===== src/rtl/mips_cpu_muldiv_seq.sv =====
// Iterative MULT/MULTU/DIV/DIVU unit owning the architectural HI/LO registers; MTHI/MTLO write directly.
// Latency: start accepted at edge E0, HI/LO written and done pulsed at E0+WIDTH+1; MTHI/MTLO take effect on E0.
// Backpressure: busy is high while an operation runs; start is ignored while busy, abort cancels without a write.
module mips_cpu_muldiv_seq #(
    parameter int WIDTH = 32
) (
    input  logic             clk,
    input  logic             reset,
    input  logic             start,
    input  logic [5:0]       op,
    input  logic [WIDTH-1:0] a,
    input  logic [WIDTH-1:0] b,
    input  logic             abort,
    output logic             busy,
    output logic             done,
    output logic [WIDTH-1:0] hi,
    output logic [WIDTH-1:0] lo
);

    localparam int CW = $clog2(WIDTH + 1);
    localparam logic [CW-1:0] LAST_STEP = CW'(WIDTH - 1);

    localparam logic [5:0] OP_MULT  = 6'b011000;
    localparam logic [5:0] OP_MULTU = 6'b011001;
    localparam logic [5:0] OP_DIV   = 6'b011010;
    localparam logic [5:0] OP_DIVU  = 6'b011011;
    localparam logic [5:0] OP_MTHI  = 6'b010001;
    localparam logic [5:0] OP_MTLO  = 6'b010011;

    typedef enum logic [1:0] {ST_IDLE, ST_RUN, ST_FIX} state_t;

    state_t state, state_nxt;

    // Datapath: r_hi is the running high half / partial remainder, r_lo the
    // multiplier being consumed / dividend shifting out while quotient shifts in.
    logic [WIDTH-1:0] opnd;
    logic [WIDTH-1:0] r_hi;
    logic [WIDTH-1:0] r_lo;
    logic [CW-1:0]    cnt;
    logic             is_mul;
    logic             lo_neg;
    logic             hi_neg;

    // Control strobes from the output decoder
    logic accept;
    logic step;
    logic commit;
    logic mt_hi;
    logic mt_lo;

    // Operand decode and magnitude extraction for the accept cycle
    logic             op_mul;
    logic             op_div;
    logic             op_signed;
    logic             a_neg;
    logic             b_neg;
    logic [WIDTH-1:0] a_abs;
    logic [WIDTH-1:0] b_abs;

    assign op_mul    = (op == OP_MULT) || (op == OP_MULTU);
    assign op_div    = (op == OP_DIV)  || (op == OP_DIVU);
    assign op_signed = (op == OP_MULT) || (op == OP_DIV);
    assign a_neg     = op_signed && a[WIDTH-1];
    assign b_neg     = op_signed && b[WIDTH-1];
    assign a_abs     = a_neg ? -a : a;
    assign b_abs     = b_neg ? -b : b;

    // One iteration of shift-add multiply and restoring divide
    logic [WIDTH:0]   mul_sum;
    logic [WIDTH:0]   div_shift;
    logic [WIDTH-1:0] div_diff;
    logic             div_ge;

    assign mul_sum   = {1'b0, r_hi} + (r_lo[0] ? {1'b0, opnd} : '0);
    assign div_shift = {r_hi, r_lo[WIDTH-1]};
    assign div_ge    = (div_shift >= {1'b0, opnd});
    // The partial remainder stays below the divisor, so the difference fits in WIDTH bits.
    assign div_diff  = div_shift[WIDTH-1:0] - opnd;

    // Sign correction of the unsigned result applied on the FIX cycle
    logic [2*WIDTH-1:0] prod;
    logic [2*WIDTH-1:0] prod_fix;
    logic [WIDTH-1:0]   quo_fix;
    logic [WIDTH-1:0]   rem_fix;
    logic [WIDTH-1:0]   res_hi;
    logic [WIDTH-1:0]   res_lo;

    assign prod     = {r_hi, r_lo};
    assign prod_fix = lo_neg ? -prod : prod;
    assign quo_fix  = lo_neg ? -r_lo : r_lo;
    assign rem_fix  = hi_neg ? -r_hi : r_hi;
    assign res_hi   = is_mul ? prod_fix[2*WIDTH-1:WIDTH] : rem_fix;
    assign res_lo   = is_mul ? prod_fix[WIDTH-1:0]       : quo_fix;

    // State register
    always_ff @(posedge clk or posedge reset) begin
        if (reset) state <= ST_IDLE;
        else       state <= state_nxt;
    end

    // Next-state logic: abort wins over iteration and over the FIX write
    always_comb begin
        state_nxt = state;
        case (state)
            ST_IDLE: if (start && (op_mul || op_div)) state_nxt = ST_RUN;
            ST_RUN: begin
                if (abort)                  state_nxt = ST_IDLE;
                else if (cnt == LAST_STEP)  state_nxt = ST_FIX;
            end
            ST_FIX:  state_nxt = ST_IDLE;
            default: state_nxt = ST_IDLE;
        endcase
    end

    // Output decode: status and datapath strobes
    always_comb begin
        busy   = (state != ST_IDLE);
        accept = (state == ST_IDLE) && start && (op_mul || op_div);
        mt_hi  = (state == ST_IDLE) && start && (op == OP_MTHI);
        mt_lo  = (state == ST_IDLE) && start && (op == OP_MTLO);
        step   = (state == ST_RUN) && !abort;
        commit = (state == ST_FIX) && !abort;
    end

    // Iterative datapath: capture magnitudes and signs, then one bit per cycle
    always_ff @(posedge clk or posedge reset) begin
        if (reset) begin
            opnd   <= '0;
            r_hi   <= '0;
            r_lo   <= '0;
            cnt    <= '0;
            is_mul <= 1'b0;
            lo_neg <= 1'b0;
            hi_neg <= 1'b0;
        end else if (accept) begin
            cnt    <= '0;
            r_hi   <= '0;
            is_mul <= op_mul;
            hi_neg <= op_div && a_neg;
            if (op_mul) begin
                opnd   <= a_abs;
                r_lo   <= b_abs;
                lo_neg <= a_neg ^ b_neg;
            end else begin
                opnd   <= b_abs;
                r_lo   <= a_abs;
                // Divide by zero must leave an all-ones quotient whatever the dividend sign.
                lo_neg <= (a_neg ^ b_neg) && (b != '0);
            end
        end else if (step) begin
            cnt <= cnt + 1'b1;
            if (is_mul) begin
                r_hi <= mul_sum[WIDTH:1];
                r_lo <= {mul_sum[0], r_lo[WIDTH-1:1]};
            end else begin
                r_hi <= div_ge ? div_diff : div_shift[WIDTH-1:0];
                r_lo <= {r_lo[WIDTH-2:0], div_ge};
            end
        end
    end

    // HI/LO architectural registers: result commit or direct move
    always_ff @(posedge clk or posedge reset) begin
        if (reset) begin
            hi <= '0;
            lo <= '0;
        end else if (commit) begin
            hi <= res_hi;
            lo <= res_lo;
        end else if (mt_hi) begin
            hi <= a;
        end else if (mt_lo) begin
            lo <= a;
        end
    end

    // Completion pulse coincides with the HI/LO update
    always_ff @(posedge clk or posedge reset) begin
        if (reset) done <= 1'b0;
        else       done <= commit;
    end

endmodule


===== config.mk =====
export PLATFORM = sky130hd
export DESIGN_NAME = mips_cpu_muldiv_seq
export DESIGN_NICKNAME = d
export VERILOG_FILES = /design/src/rtl/mips_cpu_muldiv_seq.sv
export SDC_FILE = /design/constraint.sdc
export NUM_CORES = 1
export LEC_CHECK = 0
export CAP_MARGIN = 40
export CORE_UTILIZATION = 30
export CTS_BUF_LIST = sky130_fd_sc_hd__clkbuf_16
export DETAILED_ROUTE_END_ITERATION = 10
export PLACE_DENSITY = 0.45
export SLEW_MARGIN = 20
export SYNTH_ARGS = -nofsm -noshare
export SYNTH_HDL_FRONTEND = slang
export SYNTH_SLANG_ARGS = --single-unit
export TNS_END_PERCENT = 20

===== constraint.sdc =====
create_clock -name clk -period 9.7 [get_ports clk]
set_input_delay 1.94 -clock clk [delete_from_list [all_inputs] [get_ports clk]]
set_output_delay 1.94 -clock clk [all_outputs]
set_load 0.02 [all_outputs]

==> qor.csv <==
stage;metric;value;unit
run_status;status;complete, no violations;
yosys;Syn Inst Count;1905;
floorplan;total core area;0.0493;mm²
timing;WHS;485;ps
critical_path;Crit. End Element;flop;
critical_path;critical-path cell list;clkdlybuf4s50_1 -> nor3b_1 -> nand2_1 -> nor2_1 -> nand2_1 -> a31oi_1 -> xor2_1 -> o21ai_0 -> a221oi_1;
timing;Max Slew Vio Count;0;
routing;Post-route DRC;0;
critical_path;Buf+Inv Stages, Crit Path;1;
yosys;register area share after synthesis;0.285;
global_route;GRT overflow;0;
finish;synthesis-to-finish area growth;17.9;%
timing;Final Critical Period;4870;ps
hold_path;worst hold path type;reg -> reg;
critical_path;critical path's largest stage delay;570;ps
cts;worst skew pair latency;460;ps
critical_path;crit-path leading delay family;simple AND/OR/NAND/NOR gates;
critical_path;crit path launch type;input pin;
global_route;vias in the first global route;14300;
routing;initial detailed-routing violation count;1286;
cts;cts bufs inserted;17;
finish;register area;0.00431;mm²
yosys;Avg Cell Area, Syn;7.92;µm²
place;RePlAce Congestion;0.910;
routing;WL final;61.9;mm
cts;Max Buffers Root-to-Sink;2;
critical_path;Worst path slowest cell;nand2_1;
yosys;syn_nets;2050;
job;Max Cap Violations;0;
cts;CTS tree;built;
timing;Fin. Hold Viols;0;
power_and_ir_drop;VDD IR max;0.127;mV
power_and_ir_drop;pwr dens;252;mW/mm²
timing;Fin Clk Skew;18.0;ps
yosys;top post-synthesis cells by area;dfrtp_1, mux2i_1, o21ai_0;
yosys;Syn. warnings;0;
yosys;mapped cell area;0.0151;mm²
floorplan;Die H;226;µm
global_route;initial antenna violation count;2;
yosys;asr flop ratio synth;1.00;
place;number of port buffers;139;
routing;TritonRoute pass-1 iters;5;
cts;CTS root buf;clkbuf_16;
yosys;number of flops mapped to enable cells by yosys;0;
finish;Fillers;5257;
cts;post_cts resized;0;
timing;Rel. slew slack;0.395;
critical_path;Worst EP arrival;5220;ps
floorplan;Die ar.;0.0512;mm²
timing;Final WS setup;4830;ps
critical_path;Crit Path Class;in -> reg;
place;Final HPWL DP;47.3;mm
floorplan;Rows;81;
cts;CTS Sinks;172;
global_route;pin count of the biggest net entering global routing;83;
timing;RSZ-0062 raised after global routing;false;
place;post-place instance area;0.0172;mm²
finish;final net count;2119;
routing;Routed Antenna Nets;0;
finish;Multi-input gate area;0.0101;mm²
cts;CTS Hold Bufs;0;
finish;share of cells above drive strength 1;0.0564;
critical_path;Worst Path Max Fanout;23;
routing;Routed wire per std cell;23.3;µm
critical_path;most used cell, CP;nand2_1;
yosys;area leader, netlist;dfrtp_1;
global_route;GRT Util Overall;0.245;
global_route;global-route wire length before repair;92.4;mm
timing;Final setup viols;0;
floorplan;Starting Density;0.306;
timing;setup total negative slack;0;ps
routing;via count;14600;
cts;Post-CTS Setup Repair Bufs;0;
floorplan;chip width;226;µm
yosys;Synth Register Bits;172;
yosys;Post-synth top flop;dfrtp_1;
power_and_ir_drop;P_leak;7.64;nW
routing;via-per-instance ratio;5.50;
floorplan;Top Ports;140;
timing;Tightest Pin Transition;908;ps
timing;Achievable Freq;205;MHz
yosys;Yosys top cell area share;0.285;
cts;Clock Pin Slew Worst Setup and Hold Paths;70;ps
timing;final worst-path cycle share;0.502;
yosys;Yosys cell types;80;
place;Place WS;4520;ps
critical_path;Critical Path RT;10050;ps
cts;CTS H-tree depth;4;
finish;post-route cell area;0.0178;mm²
==> kinds of logic after synthesis <==
group | synth area share
compound gates | 0.235
xor+xnor | 0.102
fa+ha+maj | 0.0599
mux | 0.0723
simple gates | 0.199
flops | 0.285
buf+inv | 0.0462
==> metal layers <==
| metal | vias up | track usage | part of all wire |
|---|---|---|---|
| met5 | - | 0 | 0 |
| met4 | 0 | 0.0859 | 0.033 |
| met3 | 65 | 0.0539 | 0.058 |
| met2 | 408 | 0.377 | 0.44 |
| met1 | 7118 | 0.336 | 0.47 |
| li1 | 7002 | - | - |
==> placed cells by master, fill, tap and decap left out, drive strengths merged, types with 8 or more instances in the layout <==
cell,synthesis,layout
a211o,9,9
a211oi,18,18
a21o,28,28
a21oi,145,145
a221oi,10,10
a22oi,9,9
a31oi,23,23
and2,18,18
and3,11,11
buf,25,32
clkbuf,95,17
clkdlybuf4s50,0,138
dfrtp,172,172
ha,69,69
inv,63,70
mux2,8,8
mux2i,100,100
nand2,203,203
nand2b,26,26
nand3,36,36
nand4,10,10
nor2,175,175
nor2b,21,21
nor3,55,55
nor3b,8,8
nor4,9,9
o211ai,9,9
o21a,8,8
o21ai,194,194
o221ai,18,18
o31ai,20,20
o41ai,8,8
or2,11,11
or3,10,10
or4,14,14
xnor2,93,93
xor2,83,83
==> sequential cells by signal, indices dropped and copies added (netlist names) <==
name and flops:
hi 32, lo 32, opnd 32, r_hi 32, r_lo 32, cnt 6, state 2, done 1
hi_neg 1, is_mul 1, lo_neg 1
==> layout make-up <==
| class | count | area share |
|---|---|---|
| Timing Repair Buffer | 170 | 0.0941 |
| Inverter | 63 | 0.0136 |
| Antenna cell | 2 | 0.000281 |
| Sequential cell | 172 | 0.242 |
| Multi-Input combinational cell | 1550 | 0.569 |
| Tap cell | 664 | 0.0467 |
| Clock buffer | 17 | 0.0239 |
| Clock inverter | 15 | 0.0101 |
==> final timing paths <==
kind | startpoint | to | slack (ps) | depth (start not counted)
min in group asynchronous | reset | hi[5]$_DFFE_PP0P_ | 1970 | 2
worst min-delay path | opnd[20]$_DFFE_PP0P_ | opnd[20]$_DFFE_PP0P_ | 490 | 2
max in group asynchronous | reset | is_mul$_DFFE_PP0P_ | 6440 | 3
worst max-delay path | op[4] | r_lo[6]$_DFFE_PP0P_ | 4830 | 9
worst min register to register | opnd[20]$_DFFE_PP0P_ | opnd[20]$_DFFE_PP0P_ | 490 | 2
worst max register to register | r_hi[11]$_DFFE_PP0P_ | r_hi[12]$_DFFE_PP0P_ | 5370 | 11
==> power breakdown <==
part           total [mW]  switching (mW)  internal [mW]
registers            1.22           0.343          0.880
clock network       0.742           0.352          0.390
logic                2.52            1.49           1.03
==> synthesized netlist by cell type (all sizes together), types with 10 or more instances <==
cell type and count:
nand2 203, o21ai 194, nor2 175, dfrtp 172, a21oi 145, mux2i 100
clkbuf 95, xnor2 93, xor2 83, ha 69, inv 63, nor3 55
nand3 36, a21o 28, nand2b 26, buf 25, a31oi 23, nor2b 21
o31ai 20, a211oi 18, and2 18, o221ai 18, or4 14, and3 11
or2 11, a221oi 10, nand4 10, or3 10
==> stage by stage <==
step | utilization | power [mW] | instances
2_1_floorplan | - | 2.89 | 1905
3_3_place_gp | 0.347 | 3.72 | 2612
3_5_place_dp | 0.348 | 3.71 | 2618
4_1_cts | 0.360 | 4.48 | 2650
5_1_grt | 0.361 | 4.80 | 2651
6_report | 0.361 | 4.48 | 2653
==> tightest hold or removal path, cell delays in order, from the launching register on <==
cell and delay [ps]:
dfrtp_1 350, nand2_1 40, o21ai_0 60
(Power assumes the default switching activity.)
